==> src/rtl/memory_latency_injector.sv <==
// rtl/memory_latency_injector.sv - single-outstanding SRAM/DRAM latency model with traffic statistics
// Optional per-request jitter of 0..3 cycles: define MEMORY_LATENCY_INJECTOR_JITTER_EN.
module memory_latency_injector #(
    parameter int SIZE_WIDTH          = 16,
    parameter int LATENCY_SRAM_CYCLES = 2,
    parameter int LATENCY_DRAM_CYCLES = 30
) (
    input  logic                  clk,
    input  logic                  reset,
    input  logic                  req_valid,
    input  logic                  req_is_dram,
    input  logic [SIZE_WIDTH-1:0] req_size_bytes,
    output logic                  req_ready,
    output logic                  resp_valid,
    output logic [SIZE_WIDTH-1:0] resp_size_bytes,
    input  logic [15:0]           cfg_latency_sram,
    input  logic [15:0]           cfg_latency_dram,
    input  logic [9:0]            cfg_dram_hit_milli_pct,
    input  logic                  cfg_use_cfg_latencies,
    output logic [31:0]           total_reqs,
    output logic [31:0]           total_resp,
    output logic [31:0]           sram_reqs,
    output logic [31:0]           dram_reqs,
    output logic [31:0]           stall_cycles,
    output logic [31:0]           busy_cycles,
    output logic                  busy
);

    localparam logic [31:0] PARAM_SRAM_32 = LATENCY_SRAM_CYCLES;
    localparam logic [31:0] PARAM_DRAM_32 = LATENCY_DRAM_CYCLES;
    localparam logic [15:0] PARAM_SRAM    = PARAM_SRAM_32[15:0];
    localparam logic [15:0] PARAM_DRAM    = PARAM_DRAM_32[15:0];

    // Fibonacci LFSR, taps 16,14,13,11
    function automatic logic [15:0] lfsr_step(input logic [15:0] s);
        return {s[14:0], s[15] ^ s[13] ^ s[12] ^ s[10]};
    endfunction

    logic [15:0]           lfsr_q;
    logic [15:0]           count_q;
    logic [SIZE_WIDTH-1:0] size_q;

    logic                  accept;
    logic [15:0]           lfsr_dram;
    logic                  dram_hit;
    logic [15:0]           sram_lat;
    logic [15:0]           dram_lat;
    logic [15:0]           base_lat;
    logic [15:0]           lfsr_after;
    logic [15:0]           lfsr_accept;
    logic [15:0]           accept_lat;
`ifdef MEMORY_LATENCY_INJECTOR_JITTER_EN
    logic [16:0]           jitter_sum;
`endif

    assign req_ready = !busy;

    always_comb begin
        accept     = req_valid && !busy;
        lfsr_dram  = lfsr_step(lfsr_q);
        dram_hit   = (cfg_dram_hit_milli_pct >= 10'd1000) ||
                     (lfsr_dram[9:0] < cfg_dram_hit_milli_pct);
        sram_lat   = cfg_use_cfg_latencies ? cfg_latency_sram : PARAM_SRAM;
        dram_lat   = cfg_use_cfg_latencies ? cfg_latency_dram : PARAM_DRAM;
        // a DRAM hit is served at SRAM latency but still counts as DRAM traffic
        base_lat   = (req_is_dram && !dram_hit) ? dram_lat : sram_lat;
        lfsr_after = req_is_dram ? lfsr_dram : lfsr_q;
`ifdef MEMORY_LATENCY_INJECTOR_JITTER_EN
        lfsr_accept = lfsr_step(lfsr_after);
        jitter_sum  = {1'b0, base_lat} + {15'd0, lfsr_accept[1:0]};
        accept_lat  = jitter_sum[16] ? 16'hFFFF : jitter_sum[15:0];
`else
        lfsr_accept = lfsr_after;
        accept_lat  = base_lat;
`endif
    end

    // resp_valid is kept equal to (busy && count_q == 0) so it can be registered
    always_ff @(posedge clk) begin
        if (reset) begin
            lfsr_q          <= 16'hACE1;
            count_q         <= 16'd0;
            size_q          <= '0;
            busy            <= 1'b0;
            resp_valid      <= 1'b0;
            resp_size_bytes <= '0;
            total_reqs      <= 32'd0;
            total_resp      <= 32'd0;
            sram_reqs       <= 32'd0;
            dram_reqs       <= 32'd0;
            stall_cycles    <= 32'd0;
            busy_cycles     <= 32'd0;
        end else if (accept) begin
            lfsr_q     <= lfsr_accept;
            count_q    <= accept_lat;
            size_q     <= req_size_bytes;
            busy       <= 1'b1;
            total_reqs <= total_reqs + 32'd1;
            if (req_is_dram) begin
                dram_reqs <= dram_reqs + 32'd1;
            end else begin
                sram_reqs <= sram_reqs + 32'd1;
            end
            if (accept_lat == 16'd0) begin
                resp_valid      <= 1'b1;
                resp_size_bytes <= req_size_bytes;
            end else begin
                resp_valid <= 1'b0;
            end
        end else if (busy) begin
            busy_cycles <= busy_cycles + 32'd1;
            if (count_q != 16'd0) begin
                count_q      <= count_q - 16'd1;
                stall_cycles <= stall_cycles + 32'd1;
                if (count_q == 16'd1) begin
                    resp_valid      <= 1'b1;
                    resp_size_bytes <= size_q;
                end else begin
                    resp_valid <= 1'b0;
                end
            end else begin
                resp_valid <= 1'b0;
                total_resp <= total_resp + 32'd1;
                busy       <= 1'b0;
            end
        end else begin
            resp_valid <= 1'b0;
        end
    end

endmodule

==> config.mk <==
export PLATFORM = sky130hd
export DESIGN_NAME = memory_latency_injector
export DESIGN_NICKNAME = d
export VERILOG_FILES = /design/src/rtl/memory_latency_injector.sv
export SDC_FILE = /design/constraint.sdc
export NUM_CORES = 1
export LEC_CHECK = 0
export ABC_AREA = 0
export CAP_MARGIN = 15
export CORE_AREA = 2 2 174 176
export CTS_CLUSTER_DIAMETER = 200
export DETAILED_ROUTE_END_ITERATION = 10
export DIE_AREA = 0 0 176 178
export PLACE_DENSITY = 0.66
export SKIP_CTS_REPAIR_TIMING = 1
export SLEW_MARGIN = 20
export SYNTH_ARGS = -nofsm -noshare
export SYNTH_HDL_FRONTEND = slang
export SYNTH_SLANG_ARGS = --single-unit
==> constraint.sdc <==
create_clock -name clk -period 2.7 [get_ports clk]
set_input_delay 0.405 -clock clk [delete_from_list [all_inputs] [get_ports clk]]
set_output_delay 0.405 -clock clk [all_outputs]
set_load 0.02 [all_outputs]
==> summary.txt <==
Setup path
  – CP Max Fanout: 11
  – Most used cell, CP: and4_1
  – Critical path's slowest cell: o2111a_1
  – Critical path's top delay family: simple AND/OR/NAND/NOR gates
  – CP arrival: 2.85 ns
  – CP Class: flop to flop
  – Reg2Reg Setup Slack: between 0.2 and 0.3 ns
  – Slowest stage delay, CP: 0.42 ns
  – Crit. End Element: flop
  – WP buf/inv: 0
  – Crit-path cells: nor4_2, nand4_1, o2111a_1, and4_1, and4_1, xnor2_1, nor2_1
  – Worst setup SP type: flop
  – Critical Path RT: 3.12 ns

STA
  – Final period utilization: approximately 90%
  – Final setup viols: 0
  – F_max: a little over 400 MHz
  – Clk_skew: roughly 0.009 ns
  – RSZ-0062 raised after global routing: false
  – Final hold viol count: 0
  – Max_slew headroom: between 50 and 60%
  – Final WS setup: between 0.2 and 0.3 ns
  – Worst slew pin tran: a little over 0.6 ns
  – Pins Over Slew Limit: 0
  – Final critical-path required period: approximately 2.4 ns
  – Hold Slack: around 0.24 ns
  – Setup TNS Final: 0 ns

Place
  – Port bufs: 273
  – Global placement routability congestion: ~0.83
  – Post-place instance area: roughly 15000 sq um
  – Post-place setup slack: -0.144 ns
  – DPL Wire Length: 22600 um

Pwr
  – Leak: around 6 nW
  – Worst vdd ir: 0.481 mV
  – Pwr/cell area: roughly 560 nW/um^2
  – Total power: ~9.1 mW

Yosys
  – Most frequent cell after synthesis: dfxtp_1
  – FF+latch count, synth: roughly 260
  – Register area share after synthesis: between 40 and 50%
  – Mean Syn Cell Area: 8.54 sq um
  – Post-synth cell types: between 50 and 60
  – Mapped Nets: roughly 1400
  – Ys Warns: 0
  – Top-area cell type share of the netlist area: between 40 and 50%
  – Commonest cells post-synth: dfxtp_1, nor2_1, nand2_1, xor2_1, nand3_1
  – Commonest register cell after synthesis: dfxtp_1
  – Synth Instances: about 1400
  – Synth area leaders: dfxtp_1, xor2_1, nor2_1
  – Post-synthesis async set-or-reset flop share: 0%
  – Post-Syn Area: 11600 sq um
  – Leading area contributor after synthesis: dfxtp_1
  – Number of synthesized flops with an enable pin: 0

Clocking
  – Clock Pin Slew Worst Setup and Hold Paths: roughly 0.060 ns
  – CTS sink cnt: around 260
  – TritonCTS Buffers: 30
  – CTS Root Cell: clkbuf_16
  – Max Buffers Root-to-Sink: 3
  – CTS tree: done
  – Htree depth: 1
  – Clock latency on the worst-skew pair: 0.55 ns

Layout
  – Layout area overhead: 38.3%
  – Antenna cells: 0
  – Nets: 1740
  – Layout cell share with drive strength beyond 1: 6.95%
  – Area of the multi-input gates: 6130 sq um
  – FF+latch area: ~5200 sq um
  – Final Instance Area: 16100 sq um
  – Filler cells: between 2000 and 3000

Die
  – DIE HEIGHT: approximately 180 um
  – Die area: roughly 31000 sq um
  – Die X: 176 um
  – Starting Density: approximately 40%
  – Ports: 274
  – Row count: 63
  – Core area: ~29000 sq um

Route
  – Post-route ant nets: 0
  – Drt pass-1 iters: 4
  – Via density: approximately 5
  – Per-cell routed wire length: 15.1 um
  – Routed WL: approximately 31000 um
  – Via count: 10458
  – DR DRC count: 0
  – DRT iter0 DRCs: 588

Global route
  – Vias in the first global route: between 10000 and 15000
  – GRT Util Overall: slightly below 20%
  – Global-route wire length before repair: between 50000 and 60000 um
  – Initial antenna violation count: 0
  – Remaining global-route overflow: 0
  – Largest net degree at the start of global routing: slightly above 80

Outcome
  – Status: finished clean

Hold path
  – Worst hold path class: input pin to flop

Flow run
  – Max-Cap Viols: 0
==> power breakdown <==
group | total [mW] | switching (mW) | internal (mW)
Sequential | 4.00 | 0.0909 | 3.91
Combinational | 0.886 | 0.480 | 0.406
Clock | 4.18 | 1.61 | 2.57
==> logic make-up (layout without fill, tap and decap cells) <==
kind of cell	Yosys count	in the layout	share of synthesized area, %
fa+ha+maj	17	17	1.83
xor+xnor	180	180	13.5
buf+inv	84	406	2.92
flops	258	258	44.4
compound gates	145	145	8.24
simple gates	662	662	27.7
mux	16	16	1.41
==> placed cells by master (no fill, tap or decap), types with 5 or more instances in the layout <==
master	n
and3_1	42
nor2b_1	6
o22ai_1	10
xnor2_1	66
a2bb2oi_1	16
dfxtp_1	258
nor3_1	13
clkbuf_1	5
a21oi_1	53
clkbuf_8	7
clkdlybuf4s50_1	272
nand4_1	44
nor2_1	222
ha_1	17
clkbuf_16	31
buf_4	45
mux2i_1	15
inv_1	27
or4_1	6
o311ai_1	16
or3_1	20
nand3b_1	7
clkinv_2	8
nand3_1	78
nor4_1	10
buf_12	5
o21ai_0	27
nand2_1	154
and4_1	20
xor2_1	114
nand2b_1	22
==> final cells by class <==
type	count	share of cell area (%)
tap	390	3.03
clock inverter	13	0.909
timing repair buffer	323	19.7
multi-input combinational	1020	38.1
clock buffer	43	5.53
sequential	258	32.1
inverter	27	0.630
==> stage by stage <==
step | cells | util [%]
2_1_floorplan | 1362 | -
3_3_place_gp | 2018 | 51.2
3_5_place_dp | 2018 | 51.2
4_1_cts | 2074 | 54.7
5_1_grt | 2074 | 54.7
6_report | 2074 | 54.7
==> final timing paths <==
path                   start               end  cells after the start
hold / removal         reset              busy                      2
setup reg to reg  count_q[8]  stall_cycles[13]                      7
hold reg to reg   lfsr_q[11]        lfsr_q[12]                      2
setup / recovery  count_q[8]  stall_cycles[13]                      7
==> layer usage <==
layer / track usage [%] / vias to the layer above / share of wire [%]
met1: 25.2 / 4880 / 45
li1: - / 5283 / -
met5: 0 / - / 0
met2: 33.4 / 239 / 47
met3: 3.20 / 56 / 5.1
met4: 5.96 / 0 / 2.7
==> state kept, by name, indices dropped and copies added, names as in the netlist, 16 cells and up <==
name / count
resp_size_bytes: 16
dram_reqs: 32
total_resp: 32
count_q: 16
size_q: 16
stall_cycles: 32
lfsr_q: 16
sram_reqs: 32
total_reqs: 32
busy_cycles: 32
Power figures use the tool's default switching activity.
